**config.mk**
```make
export PLATFORM = sky130hd
export DESIGN_NAME = i2s_rate_seq
export DESIGN_NICKNAME = d
export VERILOG_FILES = /design/src/rtl/i2s_pkg.sv /design/src/rtl/i2s_frame_tick.sv /design/src/rtl/i2s_rate_seq.sv
export SDC_FILE = /design/constraint.sdc
export NUM_CORES = 1
export LEC_CHECK = 0
export ABC_AREA = 1
export CORE_AREA = 2 2 69 51
export DETAILED_ROUTE_END_ITERATION = 8
export DIE_AREA = 0 0 71 53
export GPL_TIMING_DRIVEN = 0
export HOLD_SLACK_MARGIN = 0.06
export PLACE_DENSITY = 0.8
export SYNTH_ARGS = -nofsm -noshare
export SYNTH_HDL_FRONTEND = slang
export SYNTH_SLANG_ARGS = --single-unit
```
**constraint.sdc**
```tcl
create_clock -name clk -period 4.25 [get_ports clk]
set_input_delay 0.425 -clock clk [delete_from_list [all_inputs] [get_ports clk]]
set_output_delay 0.425 -clock clk [all_outputs]
set_load 0.02 [all_outputs]
```
**src/rtl/i2s_pkg.sv**
```systemverilog
// Shared types for the I2S rate sequencer.
// Rate codes, sequencer states and reset defaults.
package i2s_pkg;

    typedef enum logic [1:0] {
        RATE_38K     = 2'd0,
        RATE_72K     = 2'd1,
        RATE_152K    = 2'd2,
        RATE_ILLEGAL = 2'd3
    } aud_rate_t;

    typedef enum logic [2:0] {
        ST_BOOT      = 3'd0,
        ST_IDLE      = 3'd1,
        ST_MUTE_WAIT = 3'd2,
        ST_HOLD      = 3'd3,
        ST_SETTLE    = 3'd4
    } rate_seq_state_t;

    localparam aud_rate_t AUD_RATE_RESET = RATE_38K;

endpackage

```
**src/rtl/i2s_frame_tick.sv**
```systemverilog
// Word-clock edge detector plus per-wait timeout counter.
// Edges are masked while the clock generator is held in reset.
module i2s_frame_tick #(
    parameter int unsigned TIMEOUT_CYCLES = 1024
) (
    input  logic clk,
    input  logic reset,
    input  logic wclk,
    input  logic gate,
    input  logic wait_en,
    input  logic restart,
    output logic rise,
    output logic fall,
    output logic expire
);

    localparam int TW = $clog2(TIMEOUT_CYCLES);

    logic          wclk_q;
    logic [TW-1:0] cnt_q, cnt_d;

    assign rise   = wclk & ~wclk_q & ~gate;
    assign fall   = ~wclk & wclk_q & ~gate;
    assign expire = wait_en && (cnt_q == TW'(TIMEOUT_CYCLES - 1));

    // Counter idles at zero, so every wait starts from a fresh budget.
    always_comb begin
        cnt_d = cnt_q + TW'(1);
        if (!wait_en || restart || expire) begin
            cnt_d = '0;
        end
    end

    always_ff @(posedge clk or posedge reset) begin
        if (reset) begin
            wclk_q <= 1'b0;
            cnt_q  <= '0;
        end else begin
            wclk_q <= wclk;
            cnt_q  <= cnt_d;
        end
    end

endmodule

```
**src/rtl/i2s_rate_seq.sv**
```systemverilog
// Click-free sample-rate switch sequencer for the I2S clock generator.
// Mute, wait frame end, hold generator in reset, apply rate, settle, unmute.
module i2s_rate_seq
    import i2s_pkg::*;
#(
    parameter int unsigned HOLD_CYCLES    = 4,
    parameter int unsigned SETTLE_FRAMES  = 2,
    parameter int unsigned TIMEOUT_CYCLES = 1024
) (
    input  logic       clk,
    input  logic       reset,
    input  logic [1:0] req_rate,
    input  logic       req_valid,
    output logic       req_ready,
    input  logic       wclk,
    output logic [1:0] aud_rate,
    output logic       i2s_reset,
    output logic       mute,
    output logic       done,
    output logic       rate_err,
    output logic       timeout
);

    rate_seq_state_t state_q, state_d;
    logic [1:0] aud_rate_q, aud_rate_d;
    logic [1:0] pending_q, pending_d;
    logic       mute_q, mute_d;
    logic       i2s_reset_q, i2s_reset_d;
    logic       req_ready_q, req_ready_d;
    logic       done_q, done_d;
    logic       rate_err_q, rate_err_d;
    logic       timeout_q, timeout_d;
    logic [7:0] hold_cnt_q, hold_cnt_d;
    logic [3:0] frame_cnt_q, frame_cnt_d;

    logic wait_en, rise, fall, expire, tick_ev, accept;

    assign wait_en = (state_q == ST_BOOT) || (state_q == ST_MUTE_WAIT)
                  || (state_q == ST_SETTLE);
    // A timeout stands in for the awaited edge.
    assign tick_ev = wait_en
                  && (((state_q == ST_MUTE_WAIT) ? fall : rise) || expire);
    assign accept  = req_valid && req_ready_q;

    i2s_frame_tick #(
        .TIMEOUT_CYCLES(TIMEOUT_CYCLES)
    ) u_tick (
        .clk    (clk),
        .reset  (reset),
        .wclk   (wclk),
        .gate   (i2s_reset_q),
        .wait_en(wait_en),
        .restart(tick_ev),
        .rise   (rise),
        .fall   (fall),
        .expire (expire)
    );

    always_comb begin
        state_d     = state_q;
        aud_rate_d  = aud_rate_q;
        pending_d   = pending_q;
        mute_d      = mute_q;
        i2s_reset_d = i2s_reset_q;
        done_d      = 1'b0;
        rate_err_d  = 1'b0;
        timeout_d   = timeout_q || (tick_ev && expire);
        hold_cnt_d  = hold_cnt_q;
        frame_cnt_d = frame_cnt_q;
        case (state_q)
            ST_BOOT, ST_SETTLE: begin
                if (tick_ev) begin
                    if (frame_cnt_q == 4'(SETTLE_FRAMES - 1)) begin
                        frame_cnt_d = '0;
                        mute_d      = 1'b0;
                        done_d      = 1'b1;
                        state_d     = ST_IDLE;
                    end else begin
                        frame_cnt_d = frame_cnt_q + 4'd1;
                    end
                end
            end
            ST_IDLE: begin
                if (accept) begin
                    if (req_rate == RATE_ILLEGAL) begin
                        rate_err_d = 1'b1;
                    end else if (req_rate == aud_rate_q) begin
                        done_d = 1'b1;
                    end else begin
                        pending_d = req_rate;
                        mute_d    = 1'b1;
                        state_d   = ST_MUTE_WAIT;
                    end
                end
            end
            ST_MUTE_WAIT: begin
                if (tick_ev) begin
                    i2s_reset_d = 1'b1;
                    aud_rate_d  = pending_q;
                    hold_cnt_d  = '0;
                    state_d     = ST_HOLD;
                end
            end
            ST_HOLD: begin
                if (hold_cnt_q == 8'(HOLD_CYCLES - 1)) begin
                    i2s_reset_d = 1'b0;
                    hold_cnt_d  = '0;
                    state_d     = ST_SETTLE;
                end else begin
                    hold_cnt_d = hold_cnt_q + 8'd1;
                end
            end
            default: state_d = ST_BOOT;
        endcase
        req_ready_d = (state_d == ST_IDLE) && !accept;
    end

    always_ff @(posedge clk or posedge reset) begin
        if (reset) begin
            state_q     <= ST_BOOT;
            aud_rate_q  <= AUD_RATE_RESET;
            pending_q   <= AUD_RATE_RESET;
            mute_q      <= 1'b1;
            i2s_reset_q <= 1'b0;
            req_ready_q <= 1'b0;
            done_q      <= 1'b0;
            rate_err_q  <= 1'b0;
            timeout_q   <= 1'b0;
            hold_cnt_q  <= '0;
            frame_cnt_q <= '0;
        end else begin
            state_q     <= state_d;
            aud_rate_q  <= aud_rate_d;
            pending_q   <= pending_d;
            mute_q      <= mute_d;
            i2s_reset_q <= i2s_reset_d;
            req_ready_q <= req_ready_d;
            done_q      <= done_d;
            rate_err_q  <= rate_err_d;
            timeout_q   <= timeout_d;
            hold_cnt_q  <= hold_cnt_d;
            frame_cnt_q <= frame_cnt_d;
        end
    end

    assign aud_rate  = aud_rate_q;
    assign i2s_reset = i2s_reset_q;
    assign mute      = mute_q;
    assign req_ready = req_ready_q;
    assign done      = done_q;
    assign rate_err  = rate_err_q;
    assign timeout   = timeout_q;

endmodule

```
==> impl_results.md, run 1 <==
- Status: completed
- Rel. slew slack: 52.1%
- Vias/cell: 4.97
- Reg-to-reg slack, setup: 2.62 ns
- Worst slew pin tran: 0.717 ns
- Final Setup Violations: 0
- WP data required: 3.83 ns
- Worst stage delay on the critical path: 0.59 ns
- Hold Fails Final Rpt: 0
- Drt first pass iters: 4
- Pleak: 1.11 nW
- Post-Synth Adder-Cell Area: 1.36%
- Crit path kind: reg2out
- Yosys cell types: 25
- Antenna cells: 0
- # IOs: 14
- Largest net degree at the start of global routing: 37
- Synthesized cell area: 1840 sq um
- Drt wl/cell: 11.2 um
- CTS Sinks: 36
- Final nets: 246
- Largest family of logic cells by synthesized area: simple AND/OR/NAND/NOR gates
- CP startpoint kind: flip-flop
- #FFs+latches synth: 36
- Placed cell areas: 2020 sq um
- Final cycle utilization of the critical path: 43.2%
- Initial antenna violation count: 0
- WP buf/inv: 1
- Post-Syn Instances: 218
- Clk Latency, worst-skew pair: 0.29 ns
- Drc violations: 0
- Layer with the highest usage: met1
- CTS max path bufs: 2
- Power per Cell Area: 281 nW/um^2
- Sequential share of the synthesized area: 49.0%
- CTS resizes: 0
- Critical path cell sequence: clkdlybuf4s50_1
- H-tree levels: 2
- Area growth, synth to finish: 14.1%
- Synthesized net count: 226
- Synth Area per Inst: 8.44 sq um
- Dpl hpwl: 2.29 mm
- CTS tree: yes
- Die Ht: 53 um
- Leading cell type in the layout, fill and taps excluded: nand2_1
- Synth area leader: dfrtp_1
- Total CTS buffers: 5
- Synth Area in Compound Gates: 6.33%
- Detail Route Antenna Nets: 0
- Max Freq: 545 MHz
- Vias: 1377
- Top cells by area, synth: dfrtp_1 48%, nand2_1 11%, inv_1 6.7%, nor2_1 5.3%, nand3_1 4.9%
- Initial drt markers: 91
- Die area: 3760 sq um
- RSZ-0062 raised after global routing: no
- Starting density of the core: 59.6%
- Post-synthesis xor/xnor area fraction: 4.76%
- Worst Skew: 0.0115 ns
- Final wirelength: 3.10 mm
- Final instance area: 2100 sq um
- Max-cap violations: 0
- Yosys top cell area share: 47.6%
- Met1 global-route usage: 27.8%
- PortBufs: 13
- Worst hold path type: reg2reg
- Share of cells above drive strength 1: 12.6%
- Final min period: 1.84 ns
- CP Capture Type: output port
- Delay-heaviest family, CP: buffers and inverters
- Placer Congestion: 0.779
- Reg clk slew, reported paths: 0.07 ns
- Setup TNS Final: 0 ns
- Setup Buffers After CTS: 0
- Most frequent cells in the layout: 52 x nand2_1, 35 x dfrtp_1, 32 x inv_1, 26 x nor2_1, 18 x nand3_1
- Die Wd: 71 um
- Crit-path slowest cell: clkdlybuf4s50_1
- GR met3 Demand/Resource: 8.38%
- Core ar.: 3080 sq um
- Worst EP arrival: 1.41 ns
- # hold bufs at CTS: 0
- Mux share of post-synthesis cell area: 0%
- Total congestion overflow: 0
- Synth Area in Simple Gates: 31.6%
- Vias in the first global route: 1249
- Max rail drop VDD: 0.242 mV
- Syn. warnings: 0
- # rows: 17
- Global-route wire length before repair: 5.55 mm
- CP Max Fanout: 2
- GRT met2 Usage: 27.4%
- Total track usage: 19.9%
- CTS root buf: clkbuf_8
- Max Slew Vio Count: 0
[sequential cells by signal, summed over array words and instances, names as in the netlist]
name,flops
u_tick.cnt_q,10
hold_cnt_q,8
frame_cnt_q,4
state_q,3
aud_rate,2
pending_q,2
done,1
i2s_reset,1
mute,1
rate_err,1
req_ready,1
timeout,1
u_tick.wclk_q,1
[metrics by stage]
| step | power (mW) | cells | worst slack [ns] | hold WS (ns) | util, % |
|---|---|---|---|---|---|
| after CTS | 0.598 | 277 | 2.40 | 0.482 | 68.0 |
| after global routing | 0.617 | 277 | 2.38 | 0.521 | 68.0 |
| after global placement | 0.365 | 269 | 2.22 | 0.447 | 65.4 |
| after floorplan | 0.357 | 218 | 2.83 | 0.450 | - |
| final | 0.589 | 277 | 2.41 | 0.475 | 68.0 |
| after detailed placement | 0.365 | 269 | 2.19 | 0.467 | 65.4 |
[power breakdown]
| group | switching, mW | total (mW) | internal [mW] |
|---|---|---|---|
| clock network | 0.116 | 0.231 | 0.115 |
| registers | 0.000216 | 0.343 | 0.343 |
| logic | 0.00944 | 0.0148 | 0.00533 |
[Yosys cell counts]
library cell   n
nand2_1       52
dfrtp_1       35
inv_1         33
nor2_1        26
nand3_1       18
o21ai_0        6
xor2_1         6
nor3_2         5
nand3b_1       4
o21ai_2        4
xnor2_1        4
a21oi_1        3
nand2_2        3
nand2_4        3
ha_1           2
nand3_2        2
nor2_4         2
nor3_1         2
o31ai_1        2
dfstp_2        1
inv_2          1
nand4_1        1
nor2_2         1
o21ai_1        1
o21ai_4        1
[cell type report]
| class | count | area (sq um) |
|---|---|---|
| fillers | 244 | 986 |
| flip-flops and latches | 36 | 902 |
| multi-input cells | 148 | 810 |
| repair buffers | 13 | 130 |
| inverters | 34 | 128 |
| clock buffers | 7 | 76.3 |
| well taps | 38 | 47.5 |
| clock inverters | 1 | 5.00 |
[metal layers]
layer / part of all wire [%] / vias to the layer above
met2: 40 / 22
met4: 1.4 / 0
li1: - / 717
met5: 0 / -
met3: 5.4 / 5
met1: 53 / 633
[cell families after synthesis]
family          after synthesis
simple gates                119
flops                        36
buf+inv                      34
compound gates               17
xor+xnor                     10
fa+ha+maj                     2
[worst paths after layout]
path	from	to	depth (start not counted)
setup / recovery	mute	mute	1
hold / removal	timeout	timeout	2
setup reg to reg	u_tick.cnt_q[0]	req_ready	9
hold reg to reg	timeout	timeout	2
max in group asynchronous	reset	frame_cnt_q[0]	2
min in group asynchronous	reset	hold_cnt_q[1]	2
[worst reg2reg max path, delay by kind of cell, from the launching register on]
kind | cells | cell delay, ns
simple gates | 7 | 0.93
buf+inv | 1 | 0.05
flops | 1 | 0.39
fa+ha+maj | 1 | 0.21
Power figures use the tool's default switching activity.
==> run 2: changes to the inputs <==
--- a/config.mk
+++ b/config.mk
@@ -6,12 +6,12 @@
 export NUM_CORES = 1
 export LEC_CHECK = 0
 export ABC_AREA = 1
-export CORE_AREA = 2 2 69 51
+export CORE_AREA = 2 2 75 55
 export DETAILED_ROUTE_END_ITERATION = 8
-export DIE_AREA = 0 0 71 53
+export DIE_AREA = 0 0 77 57
 export GPL_TIMING_DRIVEN = 0
 export HOLD_SLACK_MARGIN = 0.06
-export PLACE_DENSITY = 0.8
+export PLACE_DENSITY = 0.72
 export SYNTH_ARGS = -nofsm -noshare
 export SYNTH_HDL_FRONTEND = slang
 export SYNTH_SLANG_ARGS = --single-unit
==> constraint.sdc (replaced) <==
create_clock -name clk -period 1.6 [get_ports clk]
set_input_delay 0.16 -clock clk [delete_from_list [all_inputs] [get_ports clk]]
set_output_delay 0.16 -clock clk [all_outputs]
set_load 0.02 [all_outputs]
==> impl_results.md, run 2 (synthesized netlist as in run 1, its figures left out) <==
- Drt first pass iters: 4
- Global-route wire length before repair: 6.17 mm
- CTS Sinks: 36
- Largest net degree at the start of global routing: 37
- Die Ht: 57 um
- # rows: 19
- CP Max Fanout: 6
- Max rail drop VDD: 0.576 mV
- Detail Route Antenna Nets: 0
- Clk Latency, worst-skew pair: 0.28 ns
- P_sw: 0.327 mW
- Fillers: 349
- Rel. slew slack: 51.3%
- Die Wd: 77 um
- Drc violations: 0
- Worst slew pin tran: 0.730 ns
- Pleak: 1.14 nW
- Die area: 4390 sq um
- Final cycle utilization of the critical path: 93.9%
- Reg clk slew, reported paths: 0.07 ns
- Initial drt markers: 80
- Vias/cell: 4.81
- Top Registers: u_tick.cnt_q: 10 flops, hold_cnt_q: 8 flops, frame_cnt_q: 4 flops
- Area growth, synth to finish: 17.1%
- Final instance area: 2150 sq um
- Status: completed
- Pre-CTS WS: -0.0353 ns
- RSZ-0062 raised after global routing: yes
- Top layer in use: met4
- CP startpoint kind: flip-flop
- Max FFs per register: 10
- Share of cells above drive strength 1: 14.9%
- Switching Share: 20.4%
- PortBufs: 13
- Final setup margin: 0.0975 ns
- Max-cap violations: 0
- Hold Fails Final Rpt: 0
- Drt wl/cell: 11.4 um
- CTS root buf: clkbuf_8
- Final Setup Violations: 0
- Starting density of the core: 49.0%
- DRT met1 WL: 1.72 mm
- CTS tree: yes
- Dpl hpwl: 2.34 mm
- WP data required: 1.82 ns
- Worst EP arrival: 1.72 ns
- Power per Cell Area: 745 nW/um^2
- Seq pwr share: 56.9%
- Antenna cells: 0
- Logic gate share of total power: 2.5%
- Total track usage: 17.9%
- Met2 WL: 1.44 mm
- Placed cell areas: 2030 sq um
- CP Capture Type: flip-flop
- Max Freq: 666 MHz
- Vias in the first global route: 1424
- Vias: 1408
- Core ar.: 3760 sq um
- Worst Skew: 0.00706 ns
- Crit-path slowest cell: dfrtp_1
- Worst stage delay on the critical path: 0.46 ns
- Crit path kind: reg2reg
- Finished Core Util: 57.3%
- Placer Congestion: 0.808
- Final min period: 1.50 ns
- Int Pwr: 1.28 mW
- Seq. cell area: 903 sq um
- Multi-input logic area: 820 sq um
- Setup TNS Final: 0 ns
- CTS max path bufs: 2
- Total congestion overflow: 0
- Final nets: 248
- Worst hold path type: in2async
- Final wirelength: 3.35 mm
- Leading cell type in the layout, fill and taps excluded: nand2_1
- Total CTS buffers: 5
- H-tree levels: 2
- Most frequent cells in the layout: 52 x nand2_1, 34 x dfrtp_1, 32 x inv_1, 25 x nor2_1, 17 x nand3_1
- # IOs: 14
- Top reg by flops: u_tick.cnt_q
- Initial antenna violation count: 0
- Clock power frac: 40.6%
- Critical path cell sequence: nor2_4, nand2_2, nand2_1, nand3_1, nand2_4, nand3_1, nand3_2, nand2_1, inv_1
- WL met3: 143 um
- Max Slew Vio Count: 0
==> run 2: cell types whose count changed in the layout (fill, tap and decap cells not counted), sizes merged <==
cell,change
clkinv,-1
buf,+2
clkdlybuf4s50,-1
clkbuf,+1
dlymetal6s2s,+1
==> run 2: layout make-up <==
cell class,instances,area share [%]
Tap cell,52,3.02
Inverter,34,5.93
Timing Repair Buffer,15,6.86
Clock buffer,8,4.18
Sequential cell,36,42.0
Multi-Input combinational cell,148,38.1
==> run 2: metal layers <==
layer | global-route usage, % | up-vias
li1 | - | 727
met5 | 0 | -
met2 | 27.2 | 28
met3 | 4.43 | 8
met1 | 24.6 | 645
met4 | 8.16 | 0
==> run 2: critical path: cells and delay by family (launching register included) <==
family,cells,cell delay [ns]
simple gates,8,0.94
flops,1,0.46
buf+inv,1,0.04
==> run 2: worst paths after layout <==
kind | from | end | slack (ns) | depth (start not counted)
max | state_q[0] | req_ready | 0.1 | 9
min | reset | rate_err | 0.32 | 2
max reg2reg | state_q[0] | req_ready | 0.1 | 9
min reg2reg | timeout | timeout | 0.46 | 2
max in group asynchronous | reset | state_q[2] | 0.77 | 2
min in group clk | wclk | u_tick.wclk_q | 0.40 | 1
==> run 2: power groups by stage <==
| stage | Sequential (mW) | Combinational (mW) | Clock [mW] |
|---|---|---|---|
| after detailed placement | 0.929 | 0.0421 | 0 |
| after global routing | 0.911 | 0.0479 | 0.723 |
| after global placement | 0.929 | 0.0412 | 0 |
| after floorplan | 0.929 | 0.0204 | 0 |
| after CTS | 0.912 | 0.0424 | 0.677 |
| final | 0.912 | 0.0403 | 0.651 |
==> run 2: metrics by stage <==
stage | power [mW] | hold WS (ns) | std cells
after detailed placement | 0.971 | 0.450 | 283
after floorplan | 0.949 | 0.191 | 218
final | 1.60 | 0.320 | 293
after CTS | 1.63 | 0.351 | 291
after global routing | 1.68 | 0.400 | 293
after global placement | 0.970 | 0.444 | 283
==> run 2: repair_timing <==
action                                  CTS  global route
hold endpoints to repair                  0             0
pin swaps                                 0             2
gates cloned                              0             0
resized for setup                         1             4
hold buffers                              0             0
endpoints found under the setup margin   22            30
buffers inserted                          0             2
